### src/rtl/dlx_mem_arbiter_pkg.sv
// Shared constants and state type for the DLX unified-memory arbiter.
package dlx_mem_arbiter_pkg;

    localparam logic [1:0] ARB_IDLE = 2'd0;
    localparam logic [1:0] ARB_INST = 2'd1;
    localparam logic [1:0] ARB_DATA = 2'd2;

    localparam int unsigned DEF_MAX_DATA_BURST = 4;
    localparam int unsigned DEF_TIMEOUT_CYCLES = 255;

    typedef enum logic [1:0] {
        StIdle = ARB_IDLE,
        StInst = ARB_INST,
        StData = ARB_DATA
    } arb_state_e;

endpackage

### src/rtl/mem_arb_timeout_counter.sv
// Counts memory wait cycles during an access; flags expiry at TIMEOUT_CYCLES.
module mem_arb_timeout_counter #(
    parameter int unsigned TIMEOUT_CYCLES = dlx_mem_arbiter_pkg::DEF_TIMEOUT_CYCLES
) (
    input  logic clk,
    input  logic rst,
    input  logic clear,
    input  logic count_en,
    output logic expired
);

    localparam int unsigned CntW = $clog2(TIMEOUT_CYCLES + 1);
    localparam logic [CntW-1:0] Limit = CntW'(TIMEOUT_CYCLES);

    logic [CntW-1:0] wait_cnt_q;

    always_ff @(posedge clk or posedge rst) begin
        if (rst) begin
            wait_cnt_q <= '0;
        end else if (clear) begin
            wait_cnt_q <= '0;
        end else if (count_en && (wait_cnt_q != Limit)) begin
            wait_cnt_q <= wait_cnt_q + 1'b1;
        end
    end

    assign expired = (wait_cnt_q == Limit);

endmodule

### src/rtl/dlx_mem_arbiter.sv
// Arbitrates DLX fetch and data ports onto one single-port memory; data wins
// by default, a starvation counter forces a fetch after MAX_DATA_BURST data grants.
module dlx_mem_arbiter
    import dlx_mem_arbiter_pkg::*;
#(
    parameter int unsigned DATA_WIDTH      = 32,
    parameter int unsigned INST_ADDR_WIDTH = 20,
    parameter int unsigned DATA_ADDR_WIDTH = 32,
    parameter int unsigned MAX_DATA_BURST  = DEF_MAX_DATA_BURST,
    parameter int unsigned TIMEOUT_CYCLES  = DEF_TIMEOUT_CYCLES
) (
    input  logic                       clk,
    input  logic                       rst,
    input  logic                       instr_rd_en,
    input  logic [INST_ADDR_WIDTH-1:0] instr_addr,
    output logic                       instr_done,
    output logic [DATA_WIDTH-1:0]      instruction,
    input  logic                       data_rd_en,
    input  logic                       data_wr_en,
    input  logic [DATA_ADDR_WIDTH-1:0] data_addr,
    input  logic [DATA_WIDTH-1:0]      data_write,
    output logic                       data_done,
    output logic [DATA_WIDTH-1:0]      data_read,
    output logic                       bus_err,
    output logic                       mem_req,
    output logic                       mem_wr,
    output logic [DATA_ADDR_WIDTH-1:0] mem_addr,
    output logic [DATA_WIDTH-1:0]      mem_wdata,
    input  logic [DATA_WIDTH-1:0]      mem_rdata,
    input  logic                       mem_ready
);

    localparam int unsigned StW = $clog2(MAX_DATA_BURST + 1);
    localparam logic [StW-1:0] StarveMax = StW'(MAX_DATA_BURST);

    arb_state_e                 state_q;
    logic                       mem_req_q;
    logic                       mem_wr_q;
    logic [DATA_ADDR_WIDTH-1:0] mem_addr_q;
    logic [DATA_WIDTH-1:0]      mem_wdata_q;
    logic [StW-1:0]             starve_cnt_q;
    logic                       conflict_q;

    logic data_pend;
    logic grant_inst;
    logic grant_data;
    logic in_inst;
    logic in_data;
    logic expired;
    logic acc_end;
    logic rd_ok;

    always_comb begin
        data_pend  = data_rd_en | data_wr_en;
        grant_inst = instr_rd_en & (~data_pend | (starve_cnt_q == StarveMax));
        grant_data = data_pend & ~grant_inst;
        in_inst    = (state_q == StInst);
        in_data    = (state_q == StData);
        acc_end    = (in_inst | in_data) & (mem_ready | expired);
        // Timeout takes precedence so an aborted access never returns stale data
        rd_ok      = mem_ready & ~expired;
    end

    mem_arb_timeout_counter #(
        .TIMEOUT_CYCLES(TIMEOUT_CYCLES)
    ) u_timeout (
        .clk     (clk),
        .rst     (rst),
        .clear   (state_q == StIdle),
        .count_en((in_inst | in_data) & ~mem_ready),
        .expired (expired)
    );

    always_ff @(posedge clk or posedge rst) begin
        if (rst) begin
            state_q      <= StIdle;
            mem_req_q    <= 1'b0;
            mem_wr_q     <= 1'b0;
            mem_addr_q   <= '0;
            mem_wdata_q  <= '0;
            starve_cnt_q <= '0;
            conflict_q   <= 1'b0;
        end else begin
            case (state_q)
                StIdle: begin
                    if (grant_inst) begin
                        state_q      <= StInst;
                        mem_req_q    <= 1'b1;
                        mem_wr_q     <= 1'b0;
                        mem_addr_q   <= DATA_ADDR_WIDTH'(instr_addr);
                        starve_cnt_q <= '0;
                        conflict_q   <= 1'b0;
                    end else if (grant_data) begin
                        state_q     <= StData;
                        mem_req_q   <= 1'b1;
                        mem_wr_q    <= data_wr_en;
                        mem_addr_q  <= data_addr;
                        mem_wdata_q <= data_write;
                        conflict_q  <= data_rd_en & data_wr_en;
                        if (!instr_rd_en) begin
                            starve_cnt_q <= '0;
                        end else if (starve_cnt_q != StarveMax) begin
                            starve_cnt_q <= starve_cnt_q + 1'b1;
                        end
                    end
                end
                StInst, StData: begin
                    // Always pass through idle so a held request is re-arbitrated fresh
                    if (acc_end) begin
                        state_q   <= StIdle;
                        mem_req_q <= 1'b0;
                        mem_wr_q  <= 1'b0;
                    end
                end
                default: begin
                    state_q   <= StIdle;
                    mem_req_q <= 1'b0;
                    mem_wr_q  <= 1'b0;
                end
            endcase
        end
    end

    always_comb begin
        instr_done  = in_inst & (mem_ready | expired);
        data_done   = in_data & (mem_ready | expired);
        instruction = (in_inst & rd_ok) ? mem_rdata : '0;
        data_read   = (in_data & rd_ok) ? mem_rdata : '0;
        bus_err     = acc_end & (expired | (in_data & conflict_q));
    end

    assign mem_req   = mem_req_q;
    assign mem_wr    = mem_wr_q;
    assign mem_addr  = mem_addr_q;
    assign mem_wdata = mem_wdata_q;

endmodule

### config.mk
export PLATFORM = sky130hd
export DESIGN_NAME = dlx_mem_arbiter
export DESIGN_NICKNAME = d
export VERILOG_FILES = /design/src/rtl/dlx_mem_arbiter_pkg.sv /design/src/rtl/mem_arb_timeout_counter.sv /design/src/rtl/dlx_mem_arbiter.sv
export SDC_FILE = /design/constraint.sdc
export NUM_CORES = 1
export LEC_CHECK = 0
export BUFFER_PORTS_ARGS = -buffer_cell sky130_fd_sc_hd__buf_2
export CORE_MARGIN = 8
export CORE_UTILIZATION = 46
export DETAILED_ROUTE_END_ITERATION = 12
export PLACE_DENSITY = 0.87
export SLEW_MARGIN = 20
export SYNTH_ARGS = -nofsm -noshare
export SYNTH_HDL_FRONTEND = slang
export SYNTH_SLANG_ARGS = --single-unit
### constraint.sdc
create_clock -name clk -period 8.8 [get_ports clk]
set_input_delay 2.64 -clock clk [delete_from_list [all_inputs] [get_ports clk]]
set_output_delay 2.64 -clock clk [all_outputs]
set_load 0.02 [all_outputs]
==> results.sh <==
export IMPL_clk_insertion_delay_late_ns=0.35
export IMPL_critPathMaxFanout=32
export IMPL_required_ns=6.16
export IMPL_dieHeight_um=108
export IMPL_grt_max_degree=81
export IMPL_cts_buffers=9
export IMPL_relSlewSlack=0.340
export IMPL_path_buf_inv=2
export IMPL_synthesis_nets=475
export IMPL_postCtsResizedCells=0
export IMPL_synth_cells=347
export IMPL_min_from="mem_addr[0]$_DFFE_PP0P_"
export IMPL_die_area_um2=11600
export IMPL_post_route_drc_count=0
export IMPL_cp_arrival_ns=3.88
export IMPL_post_cts_buffers=0
export IMPL_globalRouteOverflowTotal=0
export IMPL_rsz0062_at_grt="false"
export IMPL_cts_tree="built"
export IMPL_core_area_um2=8180
export IMPL_area_growth_pct=40.1
export IMPL_worstPathCellList="buf_2, nand2_1, nor2_2, and2_1, buf_2"
export IMPL_outcome="finished, final reports clean"
export IMPL_yosysWarnings=0
export IMPL_cp_top_family="simple AND/OR/NAND/NOR gates"
export IMPL_cts_htree_levels=3
export IMPL_fin_nets=722
export IMPL_rows=33
export IMPL_num_vias=3471
export IMPL_final_common_cell="buf_2"
export IMPL_start_util=0.472
export IMPL_hold_viol=0
export IMPL_clock_sinks=80
export IMPL_yosysSeqAreaShare=0.518
export IMPL_critPathKind="in -> out"
export IMPL_synth_seq_cells=80
export IMPL_clock_path_buffers=2
export IMPL_crit_path_start_kind="input port"
export IMPL_numPortBuffers=254
export IMPL_initialDrtViolationCount=125
export IMPL_p_per_area_nw_per_um2=325
export IMPL_p_leak_nw=3.03
export IMPL_ff2ff_path_depth=6
export IMPL_first_pass_iters=4
export IMPL_worst_pin_slew_ns=0.990
export IMPL_finalSetupViolCount=0
export IMPL_fmax_mhz=153
export IMPL_ioPinCount=255
export IMPL_synth_edf_count=0
export IMPL_grt_use_total=0.197
export IMPL_wirelength_um=12000
export IMPL_post_route_period_util=0.741
export IMPL_via_per_inst=4.92
export IMPL_crit_slowest_cell="nor2_2"
export IMPL_finClkSkew_ns=0.0129
export IMPL_syn_avg_cell_area_um2=11.1
export IMPL_antenna_found_initial=1
export IMPL_drive_above_1_share=0.518
export IMPL_period_needed_ns=6.52
export IMPL_rrSetupSlack_ns=6.14
export IMPL_synthFlopType="dfrtp_1"
export IMPL_min_to="mem_addr[0]$_DFFE_PP0P_"
export IMPL_timing_critical_path_mode_cell="buf_2"
export IMPL_maxCapViolations=0
export IMPL_cts_hold_buf=0
export IMPL_async_reset_ff_frac=1.00
export IMPL_cp_end_kind="primary output"
export IMPL_die_w_um=108
export IMPL_tns_ns=0
export IMPL_dp_hpwl_um=9600
export IMPL_antenna_left=0
export IMPL_gp_congestion=0.861
export IMPL_mostFrequentLayoutCells="buf_2, dfrtp_1, and2_1, mux2_2, nand2_1"
export IMPL_hold_path_class="reg -> reg"
export IMPL_vdd_drop_max_mv=0.233
export IMPL_r2r_end="mem_wdata[26]$_DFFE_PP0P_"
export IMPL_cp_slowest_stage_delay_ns=0.62
export IMPL_clk_pin_slew_worst_paths_ns=0.08
export IMPL_syn_area_um2=3860
export IMPL_synth_distinct_cells=37
export IMPL_fin_util=0.661
export IMPL_finalMaxSlewViolations=0
export IMPL_hold_depth=2
export IMPL_root_buffer="clkbuf_8"
export IMPL_grt_pass1_vias=3755
export IMPL_r2r_start="state_q[0]$_DFFE_PP0P_"
export IMPL_grt_pass1_wl_um=18300
export IMPL_wl_per_cell_um=17.0
==> synth_stat cells (4+ instances only) <==
| library cell | n | share of area |
|---|---|---|
| inv_1 | 8 | 0.0078 |
| a22o_1 | 13 | 0.029 |
| nand2_1 | 29 | 0.028 |
| nor2_1 | 9 | 0.0087 |
| o21ai_0 | 25 | 0.032 |
| nor2b_1 | 5 | 0.0081 |
| ha_1 | 6 | 0.019 |
| mux2i_1 | 21 | 0.054 |
| and2_1 | 65 | 0.11 |
| xor2_1 | 4 | 0.0091 |
| buf_2 | 8 | 0.010 |
| clkbuf_1 | 9 | 0.0087 |
| mux2_2 | 31 | 0.090 |
| dfrtp_1 | 80 | 0.52 |
==> registers in the layout (all words and copies together) (netlist names) <==
signal                cells
mem_addr                 32
mem_wdata                32
u_timeout.wait_cnt_q      8
starve_cnt_q              3
state_q                   2
conflict_q                1
mem_req                   1
mem_wr                    1
==> final cells by class <==
class                           count  area, um2
Antenna cell                        1       2.50
Timing Repair Buffer              256       1290
Fill cell                         651       2770
Sequential cell                    80       2000
Clock buffer                        9        124
Clock inverter                      7        101
Tap cell                          105        131
Multi-Input combinational cell    239       1730
Inverter                            8       31.3
==> per-stage QoR <==
step	total power [mW]	setup WS (ns)	area, um2	cells	hold WS, ns
detailed placement	1.47	1.94	5170	688	0.466
finish	1.76	2.28	5410	705	0.486
CTS	1.78	1.94	5400	704	0.487
global route	1.87	2.12	5410	705	0.514
floorplan	1.18	2.85	3860	347	0.466
global placement	1.43	1.99	5170	688	0.458
==> routing by layer <==
metal | track usage | vias up | wire length, um
met3 | 0.0677 | 17 | 1160
met2 | 0.361 | 166 | 6310
met5 | 0 | - | 0
li1 | - | 1677 | -
met4 | 0.0743 | 0 | 221
met1 | 0.200 | 1611 | 4270
==> cells by family (layout without fill, tap and decap cells) <==
kind of cell	count (synthesis)	after routing	share of synthesized area
flops	80	80	0.518
compound gates	53	53	0.0924
fa+ha+maj	6	6	0.0194
other cells	0	1	0
mux	53	53	0.148
simple gates	123	123	0.177
buf+inv	28	280	0.0356
xor+xnor	4	4	0.00907
==> worst max path at each step <==
stage | startpoint | depth (start not counted) | endpoint | slack, ns
2_1_floorplan | mem_ready | 4 | data_read[10] | 2.85
3_3_place_gp | mem_ready | 5 | data_read[27] | 1.99
3_5_place_dp | mem_ready | 5 | instruction[22] | 1.94
4_1_cts | mem_ready | 5 | instruction[22] | 1.94
5_1_grt | mem_ready | 5 | data_read[31] | 2.12
6_report | mem_ready | 5 | data_read[31] | 2.28
==> report_power, final <==
group          switching [mW]  internal (mW)  total [mW]
Sequential             0.0882          0.531       0.619
Clock                   0.140          0.163       0.303
Combinational           0.520          0.316       0.836
Total                   0.748           1.01        1.76
==> worst min-delay path, cell delays in order, from the launching register on <==
cell,delay (ns)
dfrtp_1,0.35
nand2_1,0.05
o21ai_0,0.06
No activity file was read; power rests on OpenSTA's default activity.
